<file path="src/rtl/uart_pkg.sv">
// uart_pkg: state encodings and sizing helpers shared by the UART tx/rx pair.
package uart_pkg;
    localparam logic [2:0] S_IDLE   = 3'd0;
    localparam logic [2:0] S_START  = 3'd1;
    localparam logic [2:0] S_DATA   = 3'd2;
    localparam logic [2:0] S_PARITY = 3'd3;
    localparam logic [2:0] S_STOP   = 3'd4;

    function automatic int baud_ticks(input int clk_hz, input int bit_rate);
        return clk_hz / bit_rate;
    endfunction

    function automatic int cnt_w(input int n);
        return $clog2(n) + 1;
    endfunction
endpackage

</file>
<file path="src/rtl/uart_tx_if.sv">
// uart_tx_if: byte producer handshake plus enable and frame-done pulse.
interface uart_tx_if #(parameter int PAYLOAD_BITS = 8);
    logic                    uart_tx_en;
    logic [PAYLOAD_BITS-1:0] uart_tx_data;
    logic                    uart_tx_valid;
    logic                    uart_tx_ready;
    logic                    uart_tx_done;
    modport master (output uart_tx_en, uart_tx_data, uart_tx_valid, input uart_tx_ready, uart_tx_done);
    modport slave  (input uart_tx_en, uart_tx_data, uart_tx_valid, output uart_tx_ready, uart_tx_done);
endinterface

</file>
<file path="src/rtl/uart_baud_cnt.sv">
// uart_baud_cnt: loadable down-counter with zero flag; holds at zero until reloaded.
module uart_baud_cnt #(parameter int W = 4) (
    input  logic         clk,
    input  logic         resetn,
    input  logic         load,
    input  logic         dec,
    input  logic [W-1:0] load_val,
    output logic         zero
);
    logic [W-1:0] cnt;
    assign zero = cnt == '0;
    always_ff @(posedge clk or negedge resetn)
        if (!resetn) cnt <= '0;
        else if (load) cnt <= load_val;
        else if (dec && !zero) cnt <= cnt - 1'b1;
endmodule

</file>
<file path="src/rtl/uart_tx.sv">
// uart_tx: serialises bytes onto uart_txd as start/data(LSB first)/[parity]/stop frames.
// Define UART_TX_PARITY_EN to insert an even-parity bit after the payload.
module uart_tx
    import uart_pkg::*;
#(
    parameter int CLK_HZ       = 50_000_000,
    parameter int BIT_RATE     = 9600,
    parameter int PAYLOAD_BITS = 8,
    parameter int STOP_BITS    = 1
) (
    input  logic     clk,
    input  logic     resetn,
    uart_tx_if.slave bus,
    output logic     uart_txd
);
    localparam int BT     = baud_ticks(CLK_HZ, BIT_RATE);
    localparam int BAUD_W = cnt_w(BT);
    localparam int BIT_W  = cnt_w(PAYLOAD_BITS);

    logic [2:0]              state;
    logic [PAYLOAD_BITS-1:0] shift;
    logic [BIT_W-1:0]        bit_cnt;
    logic                    baud_zero, busy, accept, bit_end, frame_end, last_data, last_stop;
`ifdef UART_TX_PARITY_EN
    logic                    par;
`endif

    assign busy      = state != S_IDLE;
    assign accept    = !busy && bus.uart_tx_ready && bus.uart_tx_valid;
    assign bit_end   = busy && baud_zero;
    assign last_data = bit_cnt == BIT_W'(PAYLOAD_BITS - 1);
    assign last_stop = bit_cnt == BIT_W'(STOP_BITS - 1);
    assign frame_end = bit_end && state == S_STOP && last_stop;

    uart_baud_cnt #(.W(BAUD_W)) u_baud (
        .clk      (clk),
        .resetn   (resetn),
        .load     (accept || (bit_end && !frame_end)),
        .dec      (busy),
        .load_val (BAUD_W'(BT - 1)),
        .zero     (baud_zero)
    );

    // uart_txd is registered, so each branch drives the level of the bit being entered
    always_ff @(posedge clk or negedge resetn)
        if (!resetn) begin
            state              <= S_IDLE;
            shift              <= '0;
            bit_cnt            <= '0;
            uart_txd           <= 1'b1;
            bus.uart_tx_ready  <= 1'b0;
            bus.uart_tx_done   <= 1'b0;
`ifdef UART_TX_PARITY_EN
            par                <= 1'b0;
`endif
        end else begin
            bus.uart_tx_done  <= frame_end;
            bus.uart_tx_ready <= bus.uart_tx_en && (frame_end || (!busy && !accept));
            if (accept) begin
                state    <= S_START;
                shift    <= bus.uart_tx_data;
                uart_txd <= 1'b0;
`ifdef UART_TX_PARITY_EN
                par      <= ^bus.uart_tx_data;
`endif
            end else if (bit_end) begin
                case (state)
                    S_START: begin
                        state    <= S_DATA;
                        bit_cnt  <= '0;
                        uart_txd <= shift[0];
                    end
                    S_DATA: begin
                        if (last_data) begin
`ifdef UART_TX_PARITY_EN
                            state    <= S_PARITY;
                            uart_txd <= par;
`else
                            state    <= S_STOP;
                            bit_cnt  <= '0;
                            uart_txd <= 1'b1;
`endif
                        end else begin
                            bit_cnt  <= bit_cnt + 1'b1;
                            shift    <= shift >> 1;
                            uart_txd <= shift[1];
                        end
                    end
`ifdef UART_TX_PARITY_EN
                    S_PARITY: begin
                        state    <= S_STOP;
                        bit_cnt  <= '0;
                        uart_txd <= 1'b1;
                    end
`endif
                    S_STOP: begin
                        if (last_stop) state <= S_IDLE;
                        else bit_cnt <= bit_cnt + 1'b1;
                    end
                    default: begin
                        state    <= S_IDLE;
                        uart_txd <= 1'b1;
                    end
                endcase
            end
        end
endmodule

</file>
<file path="src/flat_wrapper.sv">
// flat-port wrapper written by rule: the top's interface ports become plain ports
module uart_tx_flat import uart_pkg::*;
#(
    parameter int CLK_HZ       = 50_000_000,
    parameter int BIT_RATE     = 9600,
    parameter int PAYLOAD_BITS = 8,
    parameter int STOP_BITS    = 1
)
  (clk, resetn, uart_txd, bus_uart_tx_en, bus_uart_tx_data, bus_uart_tx_valid, bus_uart_tx_ready, bus_uart_tx_done);
  uart_tx_if #(.PAYLOAD_BITS(PAYLOAD_BITS)) bus_i ();
  input  logic clk;
  input  logic resetn;
  output logic uart_txd;
  input wire logic [$bits(bus_i.uart_tx_en)-1:0] bus_uart_tx_en;
  input wire logic [$bits(bus_i.uart_tx_data)-1:0] bus_uart_tx_data;
  input wire logic [$bits(bus_i.uart_tx_valid)-1:0] bus_uart_tx_valid;
  output wire logic [$bits(bus_i.uart_tx_ready)-1:0] bus_uart_tx_ready;
  output wire logic [$bits(bus_i.uart_tx_done)-1:0] bus_uart_tx_done;
  assign bus_i.uart_tx_en = bus_uart_tx_en;
  assign bus_i.uart_tx_data = bus_uart_tx_data;
  assign bus_i.uart_tx_valid = bus_uart_tx_valid;
  assign bus_uart_tx_ready = bus_i.uart_tx_ready;
  assign bus_uart_tx_done = bus_i.uart_tx_done;
  uart_tx #(.CLK_HZ(CLK_HZ), .BIT_RATE(BIT_RATE), .PAYLOAD_BITS(PAYLOAD_BITS), .STOP_BITS(STOP_BITS)) u_core (.clk(clk), .resetn(resetn), .bus(bus_i), .uart_txd(uart_txd));
endmodule
</file>
<file path="config.mk">
export PLATFORM = sky130hd
export DESIGN_NAME = uart_tx_flat
export DESIGN_NICKNAME = d
export VERILOG_FILES = /design/src/rtl/uart_pkg.sv /design/src/rtl/uart_tx_if.sv /design/src/rtl/uart_baud_cnt.sv /design/src/rtl/uart_tx.sv /design/src/flat_wrapper.sv
export SDC_FILE = /design/constraint.sdc
export NUM_CORES = 1
export LEC_CHECK = 0
export BUFFER_PORTS_ARGS = -buffer_cell sky130_fd_sc_hd__buf_2
export CAP_MARGIN = 5
export CORE_MARGIN = 2
export CORE_UTILIZATION = 40
export CTS_BUF_LIST = sky130_fd_sc_hd__clkbuf_8 sky130_fd_sc_hd__clkbuf_16
export CTS_CLUSTER_DIAMETER = 100
export CTS_CLUSTER_SIZE = 10
export DETAILED_ROUTE_END_ITERATION = 16
export PLACE_DENSITY = 0.56
export SETUP_SLACK_MARGIN = 0.1
export SLEW_MARGIN = 20
export SYNTH_ARGS = -nofsm -noshare
export SYNTH_HDL_FRONTEND = slang
export SYNTH_HIERARCHICAL = 1
export SYNTH_SLANG_ARGS = --single-unit
</file>
<file path="constraint.sdc">
create_clock -name clk -period 5.4 [get_ports clk]
set_input_delay 0.27 -clock clk [delete_from_list [all_inputs] [get_ports clk]]
set_output_delay 0.27 -clock clk [all_outputs]
set_load 0.02 [all_outputs]
</file>
==> results_dict.tcl <==
set metrics [dict create \
    start_util 0.422 \
    clkTransAtPathRegs_ps 70 \
    cts_resized 0 \
    synth_top_area_frac 0.382 \
    postCtsSetupRepairBufs 0 \
    drtAntennaViolNets 0 \
    syn_area_mm2 0.00203 \
    synth-seq-cells 32 \
    rr_worst_depth 10 \
    dpl.hpwl_um 2790 \
    r2r_end "u_core/u_baud/cnt[10]" \
    worst_ir_drop_vdd_uv 188 \
    fillCellCount 478 \
    grt_pass1_vias 1518 \
    antenna_found_initial 0 \
    clkSinkCount 32 \
    synth.top_cells.by_area "dfrtp_1 (38%), nand2_1 (5.7%), mux2i_1 (3.9%)" \
    wl_um 4010 \
    place_congestion 0.854 \
    grt_pass1_wl_um 7010 \
    stdcell_count 315 \
    post-place-cells 307 \
    die_h_um 75.3 \
    die_x_um 75.3 \
    p_leak_nw 0.993 \
    drt_first_iter_violations 80 \
    yosys-top-cells-count "dfrtp_1 (31), nand2_1 (31), o21ai_0 (15)" \
    fin_setup_tns_ps 0 \
    numCtsBuffers 5 \
    routedWlPerCell_um 12.7 \
    grt_max_degree 33 \
    synth_area_per_cell_um2 9.15 \
    vias_per_cell 5.18 \
    tightest_slew_ps 758 \
    final_net_count 262 \
    holdCritPathClass "in2async" \
    drv_slew 0 \
    postSynth.topFlopCell "dfrtp_1" \
    slew_headroom 0.490 \
    fin_skew_ps 4.82 \
    core_area_mm2 0.00482 \
    synthCells 222 \
    post-route-min-period_ps 3340 \
    reg2reg_slack_ps 2060 \
    io_buffers 14 \
    r2r_start "u_core/u_baud/cnt[9]" \
    grt-ovfl-total 0 \
    cts_tree "built" \
    top_layer_used "met4" \
    worstSetupPathType "reg2reg" \
    crit_arrival_ps 3520 \
    synth_cell_types 59 \
    num_antenna_cells 0 \
    drc_errors 0 \
    worstSkewPairLatency_ps 290 \
    status "complete, no violations" \
    num_io_pins 15 \
    yosysSeqAreaShare 0.395 \
    fin_crit_sh 0.619 \
    synth-edff-count 0 \
    setup_viol 0 \
    htree_levels 2 \
    grt_use_total 0.163 \
    ctsHoldBuffers 0 \
    die_area_mm2 0.00566 \
    drt-met1-wl_um 2020 \
    rows 25 \
    yosys_warnings 6 \
    area_growth_pct 12.5 \
    clock_path_buffers 2 \
    async_flop_share 1.00 \
    clock-root-buffer "clkbuf_8" \
    routed-wl-met3_um 119 \
    firstDrtPassIters 4 \
    cp-end-kind "flop" \
    critPathRequiredTime_ps 5580 \
    drive_gt1_frac 0.161 \
    vias 1631 \
    wl_met2_um 1820 \
    cp-start-kind "flop" \
    cp_max_fo 21 \
    synth_top_cell_by_area "dfrtp_1" \
    maxCapViolations 0 \
    power.density_mw_per_mm2 419 \
    hold_viol 0 \
    rsz0062_at_grt "false" \
    fmax_mhz 299 \
]
[per-layer routing]
| layer | global-route usage | up-vias |
|---|---|---|
| met2 | 0.250 | 15 |
| met3 | 0.0402 | 4 |
| li1 | - | 846 |
| met5 | 0 | - |
| met1 | 0.226 | 766 |
| met4 | 0.0526 | 0 |
[cell families after synthesis]
kind of cell | share of synthesized area
fa+ha+maj | 0.0185
simple gates | 0.284
buf+inv | 0.0518
other cells | 0.00370
mux | 0.0394
compound gates | 0.208
flops | 0.395
[metrics by stage]
step / worst slack (ps) / area [µm²] / hold slack, ps / util / power [mW]
after floorplan: 2940 / 2080 / -25.6 / - / 0.663
after global placement: 2210 / 2170 / 376 / 0.451 / 0.727
after detailed placement: 2100 / 2170 / 384 / 0.451 / 0.729
after CTS: 2100 / 2280 / 69.4 / 0.474 / 0.969
after global routing: 1760 / 2280 / 90.7 / 0.474 / 1.04
final: 2060 / 2280 / 33.7 / 0.474 / 0.958
[worst max-delay path by stage]
stage / slack (ps) / startpoint / end
after floorplan: 2940 / u_core/u_baud/cnt[9] / u_core/u_baud/cnt[10]
after global placement: 2210 / u_core/u_baud/cnt[9] / u_core/u_baud/cnt[10]
after detailed placement: 2100 / u_core/u_baud/cnt[9] / u_core/u_baud/cnt[10]
after CTS: 2100 / u_core/u_baud/cnt[9] / u_core/u_baud/cnt[10]
after global routing: 1760 / u_core/u_baud/cnt[9] / u_core/u_baud/cnt[10]
final: 2060 / u_core/u_baud/cnt[9] / u_core/u_baud/cnt[10]
[registers in the layout, summed over array words and instances (netlist names)]
register and cells:
u_core/uart_txd 1, u_core/shift 8, u_core/u_baud/cnt 14, u_core/bit_cnt 4, u_core/bus.uart_tx_done 1, u_core/state 3
u_core/bus.uart_tx_ready 1
[worst max-delay path, stage by stage, from the launching register on]
cell	delay (ps)
dfrtp_1	430
nor4_1	700
nand2_1	230
nor2_1	390
inv_1	150
o22ai_1	130
buf_4	250
clkinv_1	460
nand2_1	170
a21oi_1	50
a221o_1	260
[where the power goes]
group	internal (mW)	total [mW]	switching, mW
sequential	0.333	0.432	0.0986
clock	0.136	0.232	0.0955
combinational	0.143	0.295	0.151
total	0.613	0.958	0.345
[cells in the final DEF, fill, tap and decap left out, types with 4 or more instances in the layout]
master and n:
a21oi_1 10, mux2i_1 8, nand2b_1 6, or4_1 4, nand3b_1 4, nor3_1 5
o21ai_0 15, clkbuf_8 5, nand3_1 8, nand2_1 31, inv_1 10, and2_1 5
nor2_1 13, a31oi_1 4, dfrtp_1 31, conb_1 14, o211ai_1 6, buf_2 14
[final cells by class]
class,instances,area (µm²),area share
timing repair buffer,15,77.6,0.0340
clock buffer,5,68.8,0.0301
multi-input combinational,182,1170,0.512
clock inverter,3,42.5,0.0186
sequential,32,802,0.351
inverter,11,41.3,0.0181
tap,67,83.8,0.0367
(Power assumes the default switching activity.)
